File: config.mk
export PLATFORM = sky130hd
export DESIGN_NAME = alu_core
export DESIGN_NICKNAME = d
export VERILOG_FILES = /design/src/rtl/alu_pkg.sv /design/src/rtl/alu_exec.sv /design/src/rtl/alu_core.sv
export SDC_FILE = /design/constraint.sdc
export NUM_CORES = 1
export LEC_CHECK = 0
export CORE_MARGIN = 4
export CORE_UTILIZATION = 30
export CTS_CLUSTER_SIZE = 30
export DETAILED_ROUTE_END_ITERATION = 6
export PLACE_DENSITY = 0.46
export SLEW_MARGIN = 20
export SYNTH_ARGS = -nofsm -noshare
export SYNTH_HDL_FRONTEND = slang
export SYNTH_HIERARCHICAL = 1
export SYNTH_SLANG_ARGS = --single-unit
export TNS_END_PERCENT = 30
File: constraint.sdc
create_clock -name CLK -period 15.1 [get_ports CLK]
set_input_delay 3.775 -clock CLK [delete_from_list [all_inputs] [get_ports CLK]]
set_output_delay 3.775 -clock CLK [all_outputs]
set_load 0.05 [all_outputs]
File: src/rtl/alu_pkg.sv
// Shared constants, command encodings and FSM states for the ALU core.
// Also holds the operand-need classification used by the control FSM.
package alu_pkg;

  localparam int OP_WIDTH_DEF   = 8;
  localparam int CMD_WIDTH_DEF  = 4;
  localparam int TIMEOUT_CYCLES = 16;

  typedef enum logic [CMD_WIDTH_DEF-1:0] {
    A_ADD, A_SUB, A_ADD_CIN, A_SUB_CIN, A_INC_A, A_DEC_A, A_INC_B, A_DEC_B,
    A_CMP, A_INC_MUL, A_SHL_MUL
  } arith_cmd_e;

  typedef enum logic [CMD_WIDTH_DEF-1:0] {
    L_AND, L_NAND, L_OR, L_NOR, L_XOR, L_XNOR, L_NOT_A, L_NOT_B,
    L_SHR1_A, L_SHL1_A, L_SHR1_B, L_SHL1_B, L_ROL_A_B, L_ROR_A_B
  } logic_cmd_e;

  typedef enum logic [1:0] {ST_IDLE, ST_WAIT, ST_MUL} alu_state_e;

  // Returns {need_b, need_a}; undecoded commands fall into the two-operand class.
  function automatic logic [1:0] op_need(input logic mode, input logic [CMD_WIDTH_DEF-1:0] cmd);
    op_need = 2'b11;
    if (mode) begin
      if (cmd == A_INC_A || cmd == A_DEC_A) op_need = 2'b01;
      else if (cmd == A_INC_B || cmd == A_DEC_B) op_need = 2'b10;
    end else begin
      if (cmd == L_NOT_A || cmd == L_SHR1_A || cmd == L_SHL1_A) op_need = 2'b01;
      else if (cmd == L_NOT_B || cmd == L_SHR1_B || cmd == L_SHL1_B) op_need = 2'b10;
    end
  endfunction

  function automatic logic is_mul(input logic mode, input logic [CMD_WIDTH_DEF-1:0] cmd);
    is_mul = mode && (cmd == A_INC_MUL || cmd == A_SHL_MUL);
  endfunction

endpackage

File: src/rtl/alu_exec.sv
// Purely combinational ALU datapath: one operation per call, result plus flags.
// Error results (undecoded command, bad rotate amount) force RES to zero.
module alu_exec
  import alu_pkg::*;
#(
  parameter int OP_WIDTH  = OP_WIDTH_DEF,
  parameter int CMD_WIDTH = CMD_WIDTH_DEF
) (
  input  logic [OP_WIDTH-1:0]  opa,
  input  logic [OP_WIDTH-1:0]  opb,
  input  logic [CMD_WIDTH-1:0] cmd,
  input  logic                 mode,
  input  logic                 cin,
  output logic [OP_WIDTH:0]    res,
  output logic                 cout,
  output logic                 oflow,
  output logic                 err,
  output logic                 g,
  output logic                 l,
  output logic                 e
);

  localparam int RW = OP_WIDTH + 1;
  localparam int SH = $clog2(OP_WIDTH);

  logic [RW-1:0]       a_x, b_x, one_x, cin_x;
  logic [2*RW-1:0]     prod_inc, prod_shl;
  logic [SH-1:0]       sh;
  logic [OP_WIDTH-1:0] rol_a, ror_a, lres;

  assign a_x   = {1'b0, opa};
  assign b_x   = {1'b0, opb};
  assign one_x = {{OP_WIDTH{1'b0}}, 1'b1};
  assign cin_x = {{OP_WIDTH{1'b0}}, cin};

  assign prod_inc = {{RW{1'b0}}, a_x + one_x} * {{RW{1'b0}}, b_x + one_x};
  assign prod_shl = {{RW{1'b0}}, opa, 1'b0} * {{RW{1'b0}}, b_x};

  assign sh    = opb[SH-1:0];
  assign rol_a = (opa << sh) | (opa >> (OP_WIDTH - int'(sh)));
  assign ror_a = (opa >> sh) | (opa << (OP_WIDTH - int'(sh)));

  always_comb begin
    res   = '0;
    cout  = 1'b0;
    oflow = 1'b0;
    err   = 1'b0;
    g     = 1'b0;
    l     = 1'b0;
    e     = 1'b0;
    lres  = '0;
    if (mode) begin
      case (arith_cmd_e'(cmd))
        A_ADD:     begin res = a_x + b_x;         cout = res[OP_WIDTH]; end
        A_SUB:     begin res = a_x - b_x;         oflow = (a_x < b_x); end
        A_ADD_CIN: begin res = a_x + b_x + cin_x; cout = res[OP_WIDTH]; end
        A_SUB_CIN: begin res = a_x - b_x - cin_x; oflow = (a_x < (b_x + cin_x)); end
        A_INC_A:   begin res = a_x + one_x;       cout = res[OP_WIDTH]; end
        A_DEC_A:   begin res = a_x - one_x;       oflow = (opa == '0); end
        A_INC_B:   begin res = b_x + one_x;       cout = res[OP_WIDTH]; end
        A_DEC_B:   begin res = b_x - one_x;       oflow = (opb == '0); end
        A_CMP: begin
          g = (opa > opb);
          l = (opa < opb);
          e = (opa == opb);
        end
        A_INC_MUL: begin res = prod_inc[RW-1:0]; oflow = |prod_inc[2*RW-1:RW]; end
        A_SHL_MUL: begin res = prod_shl[RW-1:0]; oflow = |prod_shl[2*RW-1:RW]; end
        default:   err = 1'b1;
      endcase
    end else begin
      case (logic_cmd_e'(cmd))
        L_AND:     lres = opa & opb;
        L_NAND:    lres = ~(opa & opb);
        L_OR:      lres = opa | opb;
        L_NOR:     lres = ~(opa | opb);
        L_XOR:     lres = opa ^ opb;
        L_XNOR:    lres = ~(opa ^ opb);
        L_NOT_A:   lres = ~opa;
        L_NOT_B:   lres = ~opb;
        L_SHR1_A:  lres = {1'b0, opa[OP_WIDTH-1:1]};
        L_SHL1_A:  lres = {opa[OP_WIDTH-2:0], 1'b0};
        L_SHR1_B:  lres = {1'b0, opb[OP_WIDTH-1:1]};
        L_SHL1_B:  lres = {opb[OP_WIDTH-2:0], 1'b0};
        // Rotate amounts beyond the operand width are rejected, not wrapped.
        L_ROL_A_B: if (|opb[OP_WIDTH-1:SH]) err = 1'b1; else lres = rol_a;
        L_ROR_A_B: if (|opb[OP_WIDTH-1:SH]) err = 1'b1; else lres = ror_a;
        default:   err = 1'b1;
      endcase
      res = {1'b0, lres};
    end
  end

endmodule

File: src/rtl/alu_core.sv
// ALU control: operand gathering FSM (IDLE/WAIT/MUL), operand latches, WAIT timeout
// counter and registered outputs around the combinational alu_exec datapath.
module alu_core
  import alu_pkg::*;
#(
  parameter int OP_WIDTH  = OP_WIDTH_DEF,
  parameter int CMD_WIDTH = CMD_WIDTH_DEF
) (
  input  logic                 CLK,
  input  logic                 RST,
  input  logic                 CE,
  input  logic                 MODE,
  input  logic [CMD_WIDTH-1:0] CMD,
  input  logic [1:0]           INP_VALID,
  input  logic [OP_WIDTH-1:0]  OPA,
  input  logic [OP_WIDTH-1:0]  OPB,
  input  logic                 CIN,
  output logic [OP_WIDTH:0]    RES,
  output logic                 COUT,
  output logic                 OFLOW,
  output logic                 ERR,
  output logic                 G,
  output logic                 L,
  output logic                 E,
  output alu_state_e           dbg_state
);

  // Handshake: INP_VALID bits qualify OPA/OPB on the edge they are sampled with CE
  // high; there is no back-pressure, a completing operation updates all outputs.
  localparam int CNT_W = $clog2(TIMEOUT_CYCLES);
  localparam logic [CNT_W-1:0] CNT_LAST = CNT_W'(TIMEOUT_CYCLES - 1);

  alu_state_e state_q, state_d;
  logic [CNT_W-1:0]     cnt_q;
  logic [CMD_WIDTH-1:0] cmd_q, ex_cmd;
  logic                 mode_q, cin_q, ex_mode, ex_cin;
  logic [OP_WIDTH-1:0]  opa_q, opb_q, ex_opa, ex_opb;
  logic [1:0]           have_q, need;
  logic                 fire, latch, tmo, cnt_clr, cnt_inc, arrive;
  logic [OP_WIDTH:0]    x_res;
  logic                 x_cout, x_oflow, x_err, x_g, x_l, x_e;

  assign dbg_state = state_q;

  always_comb begin
    state_d = state_q;
    ex_cmd  = CMD;
    ex_mode = MODE;
    ex_cin  = CIN;
    ex_opa  = OPA;
    ex_opb  = OPB;
    fire    = 1'b0;
    latch   = 1'b0;
    tmo     = 1'b0;
    cnt_clr = 1'b0;
    cnt_inc = 1'b0;
    arrive  = 1'b0;
    need    = op_need(MODE, CMD);
    case (state_q)
      ST_IDLE: begin
        if (INP_VALID != 2'b00 && (INP_VALID & need) == need) begin
          if (is_mul(MODE, CMD)) begin
            latch   = 1'b1;
            state_d = ST_MUL;
          end else begin
            fire = 1'b1;
          end
        end else if (need == 2'b11 && INP_VALID != 2'b00) begin
          latch   = 1'b1;
          cnt_clr = 1'b1;
          state_d = ST_WAIT;
        end
      end
      ST_WAIT: begin
        ex_cmd  = cmd_q;
        ex_mode = mode_q;
        ex_cin  = cin_q;
        ex_opa  = INP_VALID[0] ? OPA : opa_q;
        ex_opb  = INP_VALID[1] ? OPB : opb_q;
        arrive  = (INP_VALID == 2'b11) || ((INP_VALID & ~have_q) != 2'b00);
        if (arrive) begin
          if (is_mul(mode_q, cmd_q)) begin
            latch   = 1'b1;
            state_d = ST_MUL;
          end else begin
            fire    = 1'b1;
            state_d = ST_IDLE;
          end
        end else if (cnt_q == CNT_LAST) begin
          tmo     = 1'b1;
          state_d = ST_IDLE;
        end else begin
          cnt_inc = 1'b1;
        end
      end
      ST_MUL: begin
        ex_cmd  = cmd_q;
        ex_mode = mode_q;
        ex_cin  = cin_q;
        ex_opa  = opa_q;
        ex_opb  = opb_q;
        fire    = 1'b1;
        state_d = ST_IDLE;
      end
      default: state_d = ST_IDLE;
    endcase
  end

  alu_exec #(.OP_WIDTH(OP_WIDTH), .CMD_WIDTH(CMD_WIDTH)) u_exec (
    .opa(ex_opa), .opb(ex_opb), .cmd(ex_cmd), .mode(ex_mode), .cin(ex_cin),
    .res(x_res), .cout(x_cout), .oflow(x_oflow), .err(x_err), .g(x_g), .l(x_l), .e(x_e)
  );

  always_ff @(posedge CLK) begin
    if (!RST) state_q <= ST_IDLE;
    else if (CE) state_q <= state_d;
  end

  always_ff @(posedge CLK) begin
    if (!RST) begin
      cnt_q  <= '0;
      cmd_q  <= '0;
      mode_q <= 1'b0;
      cin_q  <= 1'b0;
      opa_q  <= '0;
      opb_q  <= '0;
      have_q <= 2'b00;
      RES    <= '0;
      COUT   <= 1'b0;
      OFLOW  <= 1'b0;
      ERR    <= 1'b0;
      G      <= 1'b0;
      L      <= 1'b0;
      E      <= 1'b0;
    end else if (CE) begin
      if (latch) begin
        cmd_q  <= ex_cmd;
        mode_q <= ex_mode;
        cin_q  <= ex_cin;
        opa_q  <= ex_opa;
        opb_q  <= ex_opb;
        have_q <= INP_VALID;
      end
      if (cnt_clr) cnt_q <= '0;
      else if (cnt_inc) cnt_q <= cnt_q + 1'b1;
      if (fire) begin
        RES   <= x_res;
        COUT  <= x_cout;
        OFLOW <= x_oflow;
        ERR   <= x_err;
        G     <= x_g;
        L     <= x_l;
        E     <= x_e;
      end else if (tmo) begin
        RES   <= '0;
        COUT  <= 1'b0;
        OFLOW <= 1'b0;
        ERR   <= 1'b1;
        G     <= 1'b0;
        L     <= 1'b0;
        E     <= 1'b0;
      end
    end
  end

endmodule

==> results.yml, run 1 <==
global_routing:
  busiest_layer: "met2"
  grt_util_met1: 0.272
  grt_pass1_wl_um: 63400
  grt_pass1_vias: 10644
  antenna_found_initial: 0
  grt_max_degree: 68
  grt_overflow_total: 0
  grt_use_met2: 0.296
  grt_use_total: 0.194
  met3_usage: 0.0425
drt:
  first_pass_iters: 5
  ant_nets: 0
  post_drt_wl_per_cell_um: 20.6
  wl_um: 40800
  vias: 10859
  vias_per_cell: 5.49
  drc: 0
  drt-initial-drc-count: 932
min_path:
  hp-class: "reg -> reg"
final_layout:
  nets: 1711
  drive_gt1_frac: 0.0454
  final_cell_mix: "nand2_1, nor2_1, inv_1, ha_1, fa_1"
  diodes: 0
  synthToLayoutAreaGrowth_pct: 8.68
  fill_cells: 4035
  layout_commonest_cell: "nand2_1"
critical_path:
  worstPathRequired_ps: 15250
  start_kind: "input pin"
  crit_path_end_kind: "flip-flop"
  critPathKind: "in -> reg"
  cpMaxStageDelayCell: "xnor2_1"
  cp.arrival_ps: 11800
  cpPeakStageDelay_ps: 740
  path_max_fanout: 17
yosys:
  async_flop_share: 0
  yosysUniqueCellTypes: 95
  synth-warning-count: 6
  mappedNetlistArea_um2: 11300
  ys_seq_area_frac: 0.0795
  synth.ff_latch_count: 45
  synth_fp_nets: 1725
  syn_inst: 1488
  synth-edff-count: 0
  ys.flop_type: "dfxtp_1"
  synth.avg_cell_area_um2: 7.62
floorplanning:
  die_w_um: 202
  start_util: 0.307
  num_rows: 70
  num_io_pins: 44
  core_area_um2: 37000
  dieArea_um2: 40900
  die_y_um: 202
placement:
  post-place-ws_ps: 3040
  place_congestion: 0.975
  numPortBuffers: 43
  hpwl_um: 31500
clock_network:
  clock_path_buffers: 2
  clkTransAtPathRegs_ps: 60
  cts_buffers: 5
  ctsResizeCount: 0
  clock_latency_ps: 300
  cts_tree: "yes"
  cts_setup_buffers: 0
  holdBufCountCts: 0
  cts_max_level: 2
  cts_num_sinks: 45
  root_buffer: "clkbuf_16"
sta:
  setup_tns_ps: 0
  timing.final.crit_share: 0.771
  fmax_ghz: 0.0859
  worst_pin_slew_ps: 1150
  slew_headroom: 0.230
  hold_viol: 0
  rsz0062_at_grt: "false"
  fin_crit_ps: 11650
  finalSetupViolations: 0
  layout_setup_ws_ps: 3450
  drv_slew: 0
  clock_skew_ps: 7.68
power_and_ir_drop:
  ir_drop_mv: 0.115
  fin_total_pwr_w: 0.00182
  power_density_nw_per_um2: 148
  leakagePower_nw: 5.25
flow_run:
  max-cap-violations: 0
status:
  status: "completed"
-- worst paths after layout --
check / startpoint / end / slack [ps] / cells past startpoint
worst max-delay path: INP_VALID[0] / OFLOW / 3450 / 28
worst max register to register: dbg_state[0] / OFLOW / 6550 / 27
worst min register to register: E / E / 450 / 2
worst min-delay path: E / E / 450 / 2
-- logic make-up after synthesis --
| family | after synthesis | share of synthesized area |
|---|---|---|
| AOI/OAI and AO/OA | 310 | 0.194 |
| muxes | 78 | 0.0725 |
| xor gates and xnor gates | 88 | 0.0680 |
| adders and majority gates | 210 | 0.290 |
| DFF | 45 | 0.0795 |
| buffers and inverters | 227 | 0.0815 |
| and+or+nand+nor | 530 | 0.214 |
-- stage by stage --
stage                util  hold slack, ps  instance area [um^2]  cells
CTS                 0.333             459                 12300   1979
global route        0.333             469                 12300   1979
floorplan               -             435                 11300   1488
finish              0.333             454                 12300   1979
global placement    0.329             441                 12100   1971
detailed placement  0.329             447                 12100   1971
-- power breakdown --
| group | total [W] | switching, W | internal, W |
|---|---|---|---|
| clock network | 0.000129 | 0.0000504 | 0.0000786 |
| logic | 0.00156 | 0.000978 | 0.000579 |
| registers | 0.000131 | 0.00000459 | 0.000127 |
-- worst max-delay path: cells and delay by family --
family	cells	cell delay (ps)
xor+xnor	1	740
simple gates	5	810
compound gates	8	2640
fa+ha+maj	7	2560
mux	1	70
buf+inv	6	1160
-- layer usage --
metal | vias to the layer above | wire length [um]
li1 | 5126 | -
met1 | 5237 | 18900
met2 | 410 | 17300
met3 | 86 | 3230
met4 | 0 | 1390
met5 | - | 0
-- registers in the layout, indices dropped and copies added, names as in the netlist --
register / count
dbg_state: 2
opa_q: 8
G: 1
ERR: 1
mode_q: 1
cmd_q: 4
have_q: 2
COUT: 1
opb_q: 8
OFLOW: 1
RES: 9
cin_q: 1
E: 1
L: 1
cnt_q: 4
-- cells in the mapped netlist (all sizes together), types with 31 or more instances --
master / count / area share
nand2: 201 / 0.067
nor2: 148 / 0.050
inv: 140 / 0.046
ha: 122 / 0.13
fa: 88 / 0.16
o21ai: 67 / 0.030
mux2i: 63 / 0.056
xnor2: 57 / 0.044
a21oi: 55 / 0.025
clkbuf: 52 / 0.017
dfxtp: 45 / 0.079
nand3: 39 / 0.018
nor3: 39 / 0.018
buf: 31 / 0.017
xor2: 31 / 0.024
-- cell type report --
type                       count  area, um^2  share of cell area
clock inverter                 2        38.8             0.00315
timing repair buffer          62         568              0.0461
inverter                     144         541              0.0439
clock buffer                   6         129              0.0105
multi-input combinational   1216        9510               0.772
tap                          504         631              0.0512
sequential                    45         901              0.0731
(Power assumes the default switching activity.)
==> run 2: changes to the inputs <==
--- a/config.mk
+++ b/config.mk
@@ -9,7 +9,7 @@
 export CORE_UTILIZATION = 30
 export CTS_CLUSTER_SIZE = 30
 export DETAILED_ROUTE_END_ITERATION = 6
-export PLACE_DENSITY = 0.46
+export PLACE_DENSITY = 0.48
 export SLEW_MARGIN = 20
 export SYNTH_ARGS = -nofsm -noshare
 export SYNTH_HDL_FRONTEND = slang
==> constraint.sdc (replaced) <==
create_clock -name CLK -period 9.62 [get_ports CLK]
set_input_delay 2.405 -clock CLK [delete_from_list [all_inputs] [get_ports CLK]]
set_output_delay 2.405 -clock CLK [all_outputs]
set_load 0.05 [all_outputs]
==> results.yml, run 2 (synthesis results as in run 1) <==
status:
  status: "finished, violations left"
  violations: "design-rule violations"
floorplanning:
  die_y_um: 202
  core_area_um2: 37000
  dieArea_um2: 40900
  num_io_pins: 44
  die_w_um: 202
  num_rows: 70
  start_util: 0.307
final_layout:
  nets: 1757
  largest_reg_flops: 9
  layout_commonest_cell: "nand2_1"
  reg_top3: "RES: 9 flops, opa_q: 8 flops, opb_q: 8 flops"
  top_register: "RES"
  synthToLayoutAreaGrowth_pct: 12.0
  utilization: 0.344
  fin_cells: 2026
  drive_gt1_frac: 0.0796
  final_cell_mix: "nand2_1, nor2_1, inv_1, ha_1, fa_1"
min_path:
  holdCritStartpoint: "RES[3]"
  min_path_cells: 2
  hp-class: "reg -> reg"
sta:
  slew_headroom: 0.296
  drv_slew: 0
  hold_viol: 0
  finalSetupViolations: 0
  fmax_ghz: 0.108
  clock_skew_ps: 11.4
  whs_ps: 458
  worst_pin_slew_ps: 1050
  timing.final.crit_share: 0.958
  fin_crit_ps: 9220
  rsz0062_at_grt: "false"
critical_path:
  crit_path_end_kind: "flip-flop"
  cpMaxStageDelayCell: "clkdlybuf4s50_1"
  cp_common_cell: "fa_1"
  start_kind: "input pin"
  ff2ff_path_depth: 26
  cp_num_cells: 26
  cp_num_buf_inv: 3
  r2r_start: "dbg_state[0]"
  cp.arrival_ps: 9380
  path_max_fanout: 8
  worstPathRequired_ps: 9780
  cpLargestDelayFamily: "adder cells"
  worstSetupStartpoint: "INP_VALID[1]"
  cpPeakStageDelay_ps: 600
  critPathKind: "in -> reg"
placement:
  hpwl_um: 34400
  numPortBuffers: 43
  place_congestion: 0.955
  dp.cells: 2017
clock_network:
  holdBufCountCts: 0
  root_buffer: "clkbuf_16"
  cts_setup_buffers: 0
  cts_max_level: 2
  cts_num_sinks: 45
  ctsResizeCount: 0
  clock_latency_ps: 310
  clkTransAtPathRegs_ps: 80
  cts_buffers: 5
  clock_path_buffers: 2
  cts_tree: "yes"
power_and_ir_drop:
  p_comb_frac: 0.864
  netSwitchingPower_w: 0.00167
  clkPwrFrac: 0.066
  fin_total_pwr_w: 0.00292
  intPower_w: 0.00125
  power_frac_seq: 0.070
  ir_drop_mv: 0.185
  power_density_nw_per_um2: 230
  leakagePower_nw: 5.50
  swShare: 0.572
drt:
  vias: 11302
  routed.top_layer: "met4"
  drc: 6
  ant_nets: 0
  met3WireLength_um: 3100
  first_pass_iters: 7
  vias_per_cell: 5.58
  post_drt_wl_per_cell_um: 21.3
  drt-initial-drc-count: 1042
  wl_um: 43200
  met2WireLength_um: 19100
  wl_met1_um: 19900
global_routing:
  grt_max_degree: 68
  grt_overflow_total: 0
  grt_pass1_vias: 11025
  grt_pass1_wl_um: 67300
  antenna_found_initial: 0
  grt_use_total: 0.207
flow_run:
  max-cap-violations: 0
run 2: cell type report:
class                   count  area (um^2)
diodes                      1         2.50
clock buffers               5          125
fillers                  4019        24300
inverters                 144          541
multi-input cells        1216         9560
well taps                 504          631
flip-flops and latches     45          901
repair buffers            108          913
clock inverters             3         28.8
run 2: power by group through the flow:
| stage | combinational [W] | sequential (W) | clock (W) |
|---|---|---|---|
| floorplan | 0.00176 | 0.000228 | 0 |
| global placement | 0.00248 | 0.000210 | 0 |
| detailed placement | 0.00248 | 0.000210 | 0 |
| CTS | 0.00250 | 0.000206 | 0.000198 |
| global route | 0.00281 | 0.000208 | 0.000204 |
| finish | 0.00253 | 0.000206 | 0.000193 |
run 2: path summary, 6_finish.rpt:
kind / end / slack (ps)
max: OFLOW / 400
min: RES[3] / 460
max reg2reg: OFLOW / 2030
min reg2reg: RES[3] / 460
run 2: worst min-delay path: stages, from the launching register on:
cell and delay [ps]:
dfxtp_1 310, nand2_1 50, mux2i_1 50
run 2: metrics by stage:
stage / instance area (um^2) / setup slack (ps) / TNS, ps
final: 12700 / 400 / 0
after detailed placement: 12500 / -154 / -154
after global routing: 12700 / 4.55 / 0
after global placement: 12500 / -126 / -126
after CTS: 12600 / 157 / 0
after floorplan: 11300 / 474 / 0
run 2: routing by layer:
| layer | up-vias | track usage |
|---|---|---|
| met5 | - | 0 |
| met4 | 0 | 0.0580 |
| met3 | 69 | 0.0278 |
| met2 | 456 | 0.329 |
| met1 | 5538 | 0.294 |
| li1 | 5239 | - |
